## config.mk

```make
export PLATFORM = sky130hd
export DESIGN_NAME = instruction_cache_controller
export DESIGN_NICKNAME = d
export VERILOG_FILES = /design/src/rtl/instruction_cache_controller.sv
export SDC_FILE = /design/constraint.sdc
export NUM_CORES = 2
export LEC_CHECK = 0
export CAP_MARGIN = 20
export CORE_MARGIN = 5
export CORE_UTILIZATION = 50
export CTS_CLUSTER_SIZE = 10
export DETAILED_ROUTE_END_ITERATION = 8
export PLACE_DENSITY = 0.68
export SYNTH_ARGS = -nofsm -noshare
export SYNTH_HDL_FRONTEND = slang
export SYNTH_SLANG_ARGS = --single-unit
export TNS_END_PERCENT = 5
```

## constraint.sdc

```tcl
create_clock -name clock -period 11.4 [get_ports clock]
set_clock_uncertainty 0.05 [all_clocks]
set_input_delay 3.42 -clock clock [delete_from_list [all_inputs] [get_ports clock]]
set_output_delay 3.42 -clock clock [all_outputs]
set_load 0.02 [all_outputs]
```

## src/rtl/instruction_cache_controller.sv

```systemverilog
// Direct-mapped, read-only instruction cache: 32-bit fetch port and 128-bit block refill port.
module instruction_cache_controller #(
    parameter int unsigned INDEX_BITS = 3,
    parameter int unsigned TAG_BITS   = 28 - INDEX_BITS
) (
    input  logic         clock,
    input  logic         reset,
    input  logic         cpu_read,
    input  logic [31:0]  cpu_address,
    output logic [31:0]  cpu_readdata,
    output logic         cpu_busywait,
    output logic         mem_read,
    output logic [27:0]  mem_address,
    input  logic [127:0] mem_readdata,
    input  logic         mem_busywait
);

    localparam int unsigned LINES   = 2 ** INDEX_BITS;
    localparam int unsigned BLOCK_W = 128;
    localparam int unsigned WORD_W  = 32;

    typedef enum logic [1:0] {
        IDLE     = 2'd0,
        MEM_READ = 2'd1,
        UPDATE   = 2'd2
    } state_t;

    state_t                r_state;
    state_t                w_next_state;
    logic                  w_start;
    logic                  w_fill;
    logic                  w_hit;

    logic                  r_valid [LINES];
    logic [TAG_BITS-1:0]   r_tag   [LINES];
    logic [BLOCK_W-1:0]    r_data  [LINES];
    logic                  r_mem_read;
    logic [27:0]           r_mem_address;

    logic [INDEX_BITS-1:0] w_index;
    logic [TAG_BITS-1:0]   w_tag;
    logic [1:0]            w_word;
    logic [BLOCK_W-1:0]    w_line;
    logic                  w_unused;

    // Address decomposition: [31:4+INDEX_BITS] tag, [4+INDEX_BITS-1:4] index, [3:2] word
    assign w_index  = cpu_address[4+INDEX_BITS-1:4];
    assign w_tag    = cpu_address[31:4+INDEX_BITS];
    assign w_word   = cpu_address[3:2];
    assign w_line   = r_data[w_index];
    assign w_unused = &{1'b0, cpu_address[1:0]};

    // Lookup only counts as a hit while idle, so a refill always holds the stall through UPDATE
    assign w_hit        = (r_state == IDLE) && r_valid[w_index] && (r_tag[w_index] == w_tag);
    assign cpu_busywait = cpu_read && !w_hit;
    assign mem_read     = r_mem_read;
    assign mem_address  = r_mem_address;

    // Little-endian word select out of the indexed line
    always_comb begin
        cpu_readdata = w_line[WORD_W-1:0];
        case (w_word)
            2'd0:    cpu_readdata = w_line[WORD_W-1:0];
            2'd1:    cpu_readdata = w_line[2*WORD_W-1:WORD_W];
            2'd2:    cpu_readdata = w_line[3*WORD_W-1:2*WORD_W];
            default: cpu_readdata = w_line[4*WORD_W-1:3*WORD_W];
        endcase
    end

    // State register
    always_ff @(posedge clock) begin
        if (reset) begin
            r_state <= IDLE;
        end else begin
            r_state <= w_next_state;
        end
    end

    // Next-state logic; w_start launches a refill, w_fill marks the completion edge
    always_comb begin
        w_next_state = r_state;
        w_start      = 1'b0;
        w_fill       = 1'b0;
        case (r_state)
            IDLE: begin
                if (cpu_read && !w_hit) begin
                    w_next_state = MEM_READ;
                    w_start      = 1'b1;
                end
            end
            MEM_READ: begin
                if (!mem_busywait) begin
                    w_next_state = UPDATE;
                    w_fill       = 1'b1;
                end
            end
            UPDATE: begin
                w_next_state = IDLE;
            end
            default: begin
                w_next_state = IDLE;
            end
        endcase
    end

    // Line storage and registered memory request; reset abandons any refill in flight
    always_ff @(posedge clock) begin
        if (reset) begin
            for (int unsigned i = 0; i < LINES; i++) begin
                r_valid[i] <= 1'b0;
                r_tag[i]   <= '0;
                r_data[i]  <= '0;
            end
            r_mem_read    <= 1'b0;
            r_mem_address <= '0;
        end else begin
            if (w_start) begin
                r_mem_read    <= 1'b1;
                r_mem_address <= cpu_address[31:4];
            end
            if (w_fill) begin
                r_valid[w_index] <= 1'b1;
                r_tag[w_index]   <= w_tag;
                r_data[w_index]  <= mem_readdata;
                r_mem_read       <= 1'b0;
            end
        end
    end

endmodule

```

==> flow_results.org <==
** Outcome
- Run status :: finished clean

** Clock network
- Post-cts sizing count :: 0
- Total CTS buffers :: approximately 150
- Clock tree synthesis selected as its root buffer the cell clkbuf_16.
- The clock net in this run drives a total of around 1300 sinks.
- The longest clock path from root to sink contains 3 buffers.
- The number of hold buffers added after CTS was 0.
- The number of setup buffers added after CTS is 0.
- Clock-pin slew was measured on the worst setup and hold paths at 50 ps.
- Insertion delay of the later-clocked pin in the worst-skew pair :: between 700 and 800 ps
- TritonCTS built the clock tree.
- CTS built an H-tree with a depth of 4.

** Place
- Once placement completed, the tool counted placed cells totaling ~5500.
- Number of buffers inserted by port buffering :: between 200 and 250
- Summed over all nets, the half-perimeter wirelength after detailed placement is ~94 mm.
- RD Place Congestion :: 0.7967

** Global route
- GR met1 Demand/Resource :: a little under 40%
- In this run the most used layer during global routing was met2.
- After global routing the overflow that remains totals 0.
- Entering global routing, the biggest net connects 299 pins.
- The initial antenna violation count came to 30.
- Global routing used 27.61% of the available tracks.
- The first global-routing pass estimated approximately 250 mm of wire.
- Number of global-route vias before repair :: approximately 36000
- For this run, global-route usage on met2 was measured as roughly 43%.
- Met3 Usage GRT :: 6.116%

** Critical path
- WP data required :: around 8000 ps
- For this design, the slowest cell found on the critical path is and3b_4.
- Critical path data arrival time :: 6950 ps
- Type of the worst setup path :: input pin to output port
- In this design, the stage delay of the slowest critical-path cell is 880 ps.
- Timing startpoint of the critical path :: cpu_address[5]
- Type of element capturing the critical path :: output port
- Depth of the worst register-to-register path :: 6
- For flop-to-flop paths, the worst setup slack is 7380 ps.
- STA classifies the critical path startpoint as an input pin.
- Reg-to-Reg End :: r_data[2][46]
- Maximum net fanout on the critical path :: 50
- Reg-to-Reg Start :: r_state[0]
- Following the worst setup path forward leads to its endpoint at cpu_busywait.
- Cells along the critical path :: clkbuf_8, and3b_4, buf_12, a22o_1, a21oi_1, xor2_1, nand4_1, nor4_2, nor2_1, clkdlybuf4s50_1

** Die
- The region available for standard cell placement spans around 110000 µm².
- The floorplan step defined a die boundary enclosing about 120000 µm².
- Chip height :: between 300 and 400 µm
- Num rows :: 123
- For this configuration, the core starts out at a cell density of between 50% and 60%.
- Die outline width :: 345.0 µm
- In this run the count of I/O pins placed on the die edge is 226.

** Synth
- Synthesis inferred between 1000 and 1500 register bits.
- Yosys top cell by area :: edfxtp_1
- Post-synthesis instance area :: 56120 µm²
- The netlist uses 50 different library cells.
- Sorting the synthesized cells by how often they occur yields 1225 x and3_1, 1224 x edfxtp_1, 387 x clkbuf_1.
- Yosys instantiated no cell more often than and3_1.
- After Yosys synthesis, XOR and XNOR cells account for less than 1% of the synthesized area.
- The cell count after synthesis came out at slightly above 4000.
- Dividing the synthesized area by the synthesized cell count gives about 14 µm².
- For this run, asynchronously set or reset flops after synthesis account for 0%.
- Synthesis Warnings :: 0
- When the netlist entered floorplanning its net count stood at 4309.
- Sequential cell area fraction in the yosys report :: roughly 67%
- Multiplexer cells account for roughly 5.3% of the synthesized area.
- Summing the areas of all compound-gate instances in the mapped netlist gives slightly below 8% of the synthesized area.
- By area, the combinational part of the netlist is dominated by simple AND/OR/NAND/NOR gates.
- Of the post-synthesis cell area, the dominant cell type holds around two thirds.
- The synthesized netlist devotes 16.34% of its cell area to simple gates.
- Adder-cell share of the synthesized area :: 0%
- Among all flip-flop cells after synthesis, the most frequent one is edfxtp_1.
- Synth top area cells :: edfxtp_1 65%, and3_1 14%, clkbuf_1 2.6%
- Number of enable-type register cells in the synthesized netlist :: 1224

** Routing
- Summed over all layers, the routed wires come to approximately 170 mm.
- The first detailed-routing pass took 6 iterations.
- Ratio of routed vias to standard cells :: about 6.5
- Remaining design rule violation count :: 0
- The detail route stage leaves a number of antenna-violating nets equal to 0.
- For this block, the initial DRC count from the detailed router was around 5200.
- In the final routed layout, each cell accounts on average for 29.57 µm.
- The detailed router placed approximately 38000 vias in this run.

** Power
- In this run the power density over the cells is 161.4 nW/µm².
- Total leakage power :: roughly 27 nW
- IR analysis of the VDD net gives a maximum drop of 0.0001216 V.

** Timing
- The number of slew-limit violations in the final report is 0.
- Setup repair after global routing left no endpoint under its margin.
- Tcrit/Tclk final :: around nine tenths
- Endpoints failing hold :: 0
- Adding up every negative setup slack in the final design gives 0 ps.
- Min Clock Period, post-route :: roughly 10000 ps
- Slew @ Worst Pin :: around 1200 ps
- Headroom to the max-slew limit came out at about 15%.
- For this run, the top clock speed supported by timing is roughly 96 MHz.
- Setup violations remaining at the end of the flow were counted as 0.

** Layout
- Leaving out filler cells and counting taps, the final layout contains 5752.
- Final net count :: between 4000 and 5000
- Counting the fill cells in the layout gives roughly 8900.
- In the final layout, the share of cells above drive strength 1 is 10.29%.
- Layout overhead on the synthesized area :: 14.06%

** Min path
- Counting instances, the worst hold path has a depth of 2.
- Hold/Removal Path Class :: flop to flop

** Flow run
- The tool flagged a number of max-cap violations equal to 0.
[through the flow]
stage	instance area [µm²]	util, %	hold WS [ps]	total power, mW	setup slack [ps]
after floorplan	56120	-	374.6	5.836	1719
after CTS	63970	57.10	405.5	10.36	1024
after detailed placement	59940	53.50	393.0	6.271	1024
after global placement	59910	53.47	385.2	6.254	1051
after global routing	63990	57.11	423.0	10.60	799.1
final	64010	57.13	403.3	10.33	983.1
[cell type report]
class,instances,area [µm²],share of cell area [%]
clock buffers,183,3877,6.058
diodes,16,40.04,0.06255
well taps,1500,1877,2.932
inverters,5,26.28,0.04105
clock inverters,15,153.9,0.2404
repair buffers,361,3674,5.739
flip-flops and latches,1263,37540,58.64
multi-input cells,2409,16820,26.29
[routing by layer]
| metal | vias up | share of wire, % |
|---|---|---|
| met3 | 306 | 9.8 |
| met4 | 26 | 3.3 |
| li1 | 16285 | - |
| met1 | 19114 | 41 |
| met2 | 1939 | 46 |
| met5 | - | 0.10 |
[layout by cell type, fill, tap and decap left out, types with 15 or more instances in the layout]
| cell | synthesis | layout |
|---|---|---|
| clkbuf_16 | 0 | 150 |
| a22o_1 | 86 | 86 |
| mux2i_1 | 136 | 136 |
| and3_1 | 1225 | 1224 |
| xnor2_1 | 16 | 16 |
| nor3_1 | 28 | 27 |
| clkbuf_1 | 387 | 33 |
| a221oi_1 | 80 | 80 |
| a21oi_1 | 134 | 134 |
| mux2_2 | 31 | 31 |
| buf_4 | 4 | 121 |
| edfxtp_1 | 1224 | 1224 |
| nor2_1 | 61 | 59 |
| diode_2 | 0 | 16 |
| a211oi_1 | 32 | 31 |
| a22oi_1 | 164 | 164 |
| nand4_1 | 28 | 28 |
| dfxtp_1 | 39 | 39 |
| clkdlybuf4s50_1 | 0 | 201 |
| nand4b_1 | 15 | 15 |
| nand3_1 | 27 | 27 |
| mux4_2 | 56 | 56 |
| buf_12 | 0 | 34 |
| nand2_1 | 128 | 126 |
| o21ai_0 | 69 | 69 |
[cell families after synthesis]
family | after synthesis
AND/OR/NAND/NOR | 1543
flip-flops | 1263
AO/OA/AOI/OAI | 619
buffers and inverters | 473
multiplexers | 224
XOR/XNOR | 23
[worst max-delay path: cells and delay by family]
kind	cells	cell delay, ps
AND/OR/NAND/NOR	4	1750
AO/OA/AOI/OAI	2	220
buffers and inverters	3	1290
XOR/XNOR	1	170
[state kept, by name, summed over array words and instances (netlist names)]
name / flops
r_data: 1024
r_tag: 200
mem_address: 28
r_valid: 8
r_state: 2
mem_read: 1
[power breakdown]
group / internal (mW) / switching (mW)
Combinational: 0.270 / 0.608
Sequential: 5.26 / 0.0503
Clock: 2.37 / 1.78
[how the worst min path moves through the flow]
| stage | startpoint | end | slack, ps |
|---|---|---|---|
| floorplan | r_valid[4] | r_valid[4] | 370 |
| global placement | r_valid[6] | r_valid[6] | 390 |
| detailed placement | r_valid[3] | r_valid[3] | 390 |
| CTS | r_valid[3] | r_valid[3] | 410 |
| global route | r_valid[1] | r_valid[1] | 420 |
| finish | mem_address[23] | mem_address[23] | 400 |
Note: power is estimated with default switching activity, not from simulation.
